--- src/rtl/can_frame_rx.sv ---
// Bit-serial receiver for a fixed-length CAN-style frame, mid-bit sampled.
// Ports: i_Clock, i_Rst_L (async low), i_Rx_Serial in; o_Rx_DV strobe,
// o_Rx_Byte[78:0] frame word (bit k = k-th bit received, start at 0).
// Optional: define CAN_RX_FRAME_ERR_EN to add o_Frame_Err, which pulses on
// a stop-bit framing error or a start-bit glitch.
module can_frame_rx #(
    parameter int CLKS_PER_BIT = 10
) (
    input  logic        i_Clock,
    input  logic        i_Rst_L,
    input  logic        i_Rx_Serial,
    output logic        o_Rx_DV,
`ifdef CAN_RX_FRAME_ERR_EN
    output logic        o_Frame_Err,
`endif
    output logic [78:0] o_Rx_Byte
);

    localparam int CW = $clog2(CLKS_PER_BIT) + 1;
    localparam logic [CW-1:0] HALF = CW'((CLKS_PER_BIT - 1) / 2);
    localparam logic [CW-1:0] FULL = CW'(CLKS_PER_BIT - 1);

    localparam logic [2:0] IDLE    = 3'd0;
    localparam logic [2:0] START   = 3'd1;
    localparam logic [2:0] BITS    = 3'd2;
    localparam logic [2:0] STOP    = 3'd3;
    localparam logic [2:0] CLEANUP = 3'd4;

    logic          r_Sync1;
    logic          r_Sync2;
    logic [2:0]    r_State;
    logic [CW-1:0] r_Clk_Cnt;
    logic [6:0]    r_Bit_Idx;
    logic [78:0]   r_Shift;

    always_ff @(posedge i_Clock or negedge i_Rst_L) begin
        if (!i_Rst_L) begin
            r_Sync1 <= 1'b1;
            r_Sync2 <= 1'b1;
        end else begin
            r_Sync1 <= i_Rx_Serial;
            r_Sync2 <= r_Sync1;
        end
    end

    always_ff @(posedge i_Clock or negedge i_Rst_L) begin
        if (!i_Rst_L) begin
            r_State   <= IDLE;
            r_Clk_Cnt <= '0;
            r_Bit_Idx <= '0;
            r_Shift   <= '1;
            o_Rx_DV   <= 1'b0;
            o_Rx_Byte <= '0;
`ifdef CAN_RX_FRAME_ERR_EN
            o_Frame_Err <= 1'b0;
`endif
        end else begin
            // strobes are single-cycle unless re-asserted below
            o_Rx_DV <= 1'b0;
`ifdef CAN_RX_FRAME_ERR_EN
            o_Frame_Err <= 1'b0;
`endif
            unique case (r_State)
                IDLE: begin
                    r_Clk_Cnt <= '0;
                    if (!r_Sync2) r_State <= START;
                end
                START: begin
                    if (r_Clk_Cnt == HALF) begin
                        r_Clk_Cnt <= '0;
                        if (!r_Sync2) begin
                            r_Shift[0] <= 1'b0;
                            r_Bit_Idx  <= 7'd1;
                            r_State    <= BITS;
                        end else begin
                            r_State <= IDLE;
`ifdef CAN_RX_FRAME_ERR_EN
                            o_Frame_Err <= 1'b1;
`endif
                        end
                    end else begin
                        r_Clk_Cnt <= r_Clk_Cnt + 1'b1;
                    end
                end
                BITS: begin
                    if (r_Clk_Cnt != FULL) begin
                        r_Clk_Cnt <= r_Clk_Cnt + 1'b1;
                    end else begin
                        r_Clk_Cnt          <= '0;
                        r_Shift[r_Bit_Idx] <= r_Sync2;
                        if (r_Bit_Idx == 7'd78) r_State <= STOP;
                        else r_Bit_Idx <= r_Bit_Idx + 1'b1;
                    end
                end
                STOP: begin
                    if (r_Clk_Cnt != FULL) begin
                        r_Clk_Cnt <= r_Clk_Cnt + 1'b1;
                    end else begin
                        r_Clk_Cnt <= '0;
                        r_State   <= CLEANUP;
                        if (r_Sync2) begin
                            o_Rx_Byte <= r_Shift;
                            o_Rx_DV   <= 1'b1;
                        end else begin
`ifdef CAN_RX_FRAME_ERR_EN
                            o_Frame_Err <= 1'b1;
`endif
                        end
                    end
                end
                CLEANUP: begin
                    r_State <= IDLE;
                end
                default: begin
                    r_State <= IDLE;
                end
            endcase
        end
    end

endmodule

--- config.mk ---
export PLATFORM = sky130hd
export DESIGN_NAME = can_frame_rx
export DESIGN_NICKNAME = d
export VERILOG_FILES = /design/src/rtl/can_frame_rx.sv
export SDC_FILE = /design/constraint.sdc
export NUM_CORES = 1
export LEC_CHECK = 0
export BUFFER_PORTS_ARGS = -buffer_cell sky130_fd_sc_hd__buf_4
export CAP_MARGIN = 15
export CORE_MARGIN = 4
export CORE_UTILIZATION = 63
export DETAILED_ROUTE_END_ITERATION = 8
export HOLD_SLACK_MARGIN = 0.03
export PLACE_DENSITY = 0.85
export SYNTH_ARGS = -nofsm -noshare
export SYNTH_HDL_FRONTEND = slang
export SYNTH_SLANG_ARGS = --single-unit
--- constraint.sdc ---
create_clock -name i_Clock -period 5.6 [get_ports i_Clock]
set_clock_uncertainty 0.15 [all_clocks]
set_input_delay 0.56 -clock i_Clock [delete_from_list [all_inputs] [get_ports i_Clock]]
set_output_delay 0.56 -clock i_Clock [all_outputs]
set_load 0.01 [all_outputs]
==> summary.md <==
| Metric | Value |
|---|---|
| WL final | `around 15000 µm` |
| DR top layer | `met4` |
| Fmax | `0.291 GHz` |
| Slew @ Worst Pin | `1170 ps` |
| Critical path class | `reg -> reg` |
| Starting Density | `roughly 65%` |
| Post-synth ARST share | `100%` |
| Yosys cell types | `45` |
| RSZ-0062 raised after global routing | `no` |
| Min-Delay Endpoint | `r_Sync1` |
| Synth area leaders | `dfrtp_1 (32%), dfstp_2 (28%), mux2_2 (22%), nand2_1 (3.3%), nor2_1 (1.7%)` |
| Vias in the first global route | `4816` |
| Post-synth EDFFs | `0` |
| PortBufs | `82` |
| FF+latch count, synth | `between 150 and 200` |
| Core area | `11600 µm²` |
| First-pass GRT wire length | `~24000 µm` |
| Reg2reg start | `r_Clk_Cnt[1]` |
| Inserted Clock Buffers | `17` |
| DRC viols | `0` |
| Mapped Area | `between 7000 and 8000 µm²` |
| Final Net Count | `~650` |
| Die Height | `117 µm` |
| CP max stage cell | `nor4bb_1` |
| Part of the cycle the worst path needs | `61.5%` |
| Vias per cell | `approximately 5.8` |
| Worst skew pair latency | `420 ps` |
| Syn Nets | `572` |
| Row cnt | `39` |
| Hold_sp | `i_Rx_Serial` |
| Die Area | `13700 µm²` |
| Wl on met1 | `6390 µm` |
| H-tree depth | `4` |
| DR iter-0 viols | `345` |
| CP Capture Type | `flop` |
| Critical path buffer and inverter count | `1` |
| Type of the worst min-delay path | `in -> reg` |
| Ys flop type | `dfrtp_1` |
| Syn. warnings | `0` |
| Gr usage total | `between 20% and 30%` |
| Reg2Reg Setup Slack | `2160 ps` |
| Crit. Startpoint | `r_Clk_Cnt[1]` |
| First-pass DRT Iterations | `7` |
| CTS sink cnt | `176` |
| Clk slew on worst S/H paths | `60 ps` |
| Die width | `117 µm` |
| Crit path DAT | `roughly 3600 ps` |
| GPL Wtd Cong | `0.837` |
| Crit path cell chain | `inv_1 > ha_1 > nor4bb_1 > and3_1 > nand2_4 > mux2_2` |
| Reg-to-Reg End | `o_Rx_Byte[19]` |
| CP Launch Type | `flop` |
| R2R depth | `6` |
| P_leak | `4.18 nW` |
| Outcome | `finished clean` |
| Final ANT Viol Nets | `0` |
| DR vias | `4591` |
| Antenna violations before repair | `0` |
| VDD IR max | `0.175 mV` |
| Avg WL per Cell | `19.0 µm` |
| Commonest cells after routing, fill and taps aside | `mux2_2 (149), dfrtp_1 (95), buf_4 (83), dfstp_2 (81), nand2_1 (66)` |
| Clock Tree Root | `clkbuf_16` |
| Crit path time final | `between 3000 and 4000 ps` |
| Metal2 WL | `7520 µm` |
| Post-Syn Instances | `564` |
| Cell family with most CP delay | `simple AND/OR/NAND/NOR gates` |
| CTS tree | `built` |
| Max-slew violation count | `0` |
| Total chip power | `2.71 mW` |
| Power Density | `307 nW/µm²` |
| IO Pins | `83` |
| Wire length on met3 | `722 µm` |
| Worst Path Max Fanout | `80` |
| Headroom to the max-slew limit | `20.7%` |
| Hold depth | `1` |
| Commonest non-fill, non-tap cell in the layout | `mux2_2` |
| Remaining Overflow, GRT | `0` |
| Antenna Cells | `0` |
| Post-synth top area cell | `dfrtp_1` |
| Syn Area/Cell | `13.3 µm²` |
| Area Growth Syn to Fin | `17.3%` |
| Synth top area share | `31.6%` |
| Pin count of the biggest net entering global routing | `126` |
| Layout cells sized above 1 | `between 50% and 60%` |
| CTS Buffer Depth | `2` |
| Final HPWL DP | `9420 µm` |
| Worst path max stage delay | `990 ps` |
| Setup violations, final | `0` |
| Seq/Total Area, Yosys | `60.0%` |
| Crit path required time | `between 5000 and 6000 ps` |
| Maxcap violations | `0` |
| Setup TNS | `0 ps` |
| Count of final hold-check violations | `0` |
-- worst max-delay path by stage --
stage,endpoint,cells past startpoint
after floorplan,r_Shift[30],7
after global placement,o_Rx_Byte[33],6
after detailed placement,o_Rx_Byte[51],6
after CTS,o_Rx_Byte[59],6
after global routing,o_Rx_Byte[19],6
final,o_Rx_Byte[19],6
-- area by class of cell --
class | instances | area [µm²]
Clock buffer | 22 | 474
Clock inverter | 10 | 110
Fill cell | 704 | 2750
Inverter | 6 | 22.5
Multi-Input combinational cell | 351 | 2850
Sequential cell | 176 | 4510
Tap cell | 143 | 179
Timing Repair Buffer | 87 | 677
-- layer usage --
metal | track usage (%) | vias to the layer above
li1 | - | 2102
met1 | 29.4 | 2310
met2 | 38.6 | 145
met3 | 5.96 | 34
met4 | 11.6 | 0
met5 | 0 | -
-- logic make-up (layout without fill, tap and decap cells) --
logic type	Yosys count	after routing	share of synthesized area, %
fa+ha+maj	5	5	0.833
simple gates	160	160	10.7
compound gates	27	27	2.41
flops	176	176	60.0
buf+inv	37	125	2.25
mux	159	159	23.8
-- state kept, by name, indices dropped and copies added (netlist names) --
| signal | flops |
|---|---|
| r_Sync1 | 1 |
| o_Rx_DV | 1 |
| r_State | 3 |
| r_Clk_Cnt | 5 |
| r_Bit_Idx | 7 |
| o_Rx_Byte | 79 |
| r_Sync2 | 1 |
| r_Shift | 79 |
-- worst register-to-register path: cells and delay by family, from the launching register on --
family                     cells  cell delay (ps)
and+or+nand+nor                3             1880
muxes                          1              620
DFF                            1              410
adders and majority gates      1              160
buffers and inverters          1               90
-- through the flow --
step	instance area [µm²]	setup WS, ps	hold slack, ps	util (%)	instances
after floorplan	7510	3340	114	-	564
after global placement	8190	2490	196	70.8	760
after detailed placement	8190	2190	197	70.8	760
after CTS	8770	2200	76.6	75.9	792
after global routing	8820	1930	68.5	76.2	795
final	8820	2160	93.1	76.2	795
-- synth_stat cells (6+ instances only) --
| cell | n |
|---|---|
| mux2_2 | 149 |
| dfrtp_1 | 95 |
| dfstp_2 | 81 |
| nand2_1 | 67 |
| nor2_1 | 34 |
| clkbuf_1 | 19 |
| mux2_1 | 10 |
| nor2_2 | 10 |
| buf_2 | 9 |
| nor3_1 | 8 |
| nor2b_1 | 7 |
| a21oi_1 | 6 |
| inv_1 | 6 |
| nand2b_1 | 6 |
| nand3_1 | 6 |
-- power by group --
group	switching [mW]	internal, mW	leakage [nW]
Sequential	0.0524	1.31	2.15
Combinational	0.122	0.0710	1.74
Clock	0.468	0.690	0.290
-- what timing repair did --
action / in CTS / in global routing
resized for setup: 0 / 0
hold buffers: 0 / 1
setup buffers: 0 / 0
endpoints found under the hold margin: 0 / 12
Note: power is estimated with default switching activity, not from simulation.
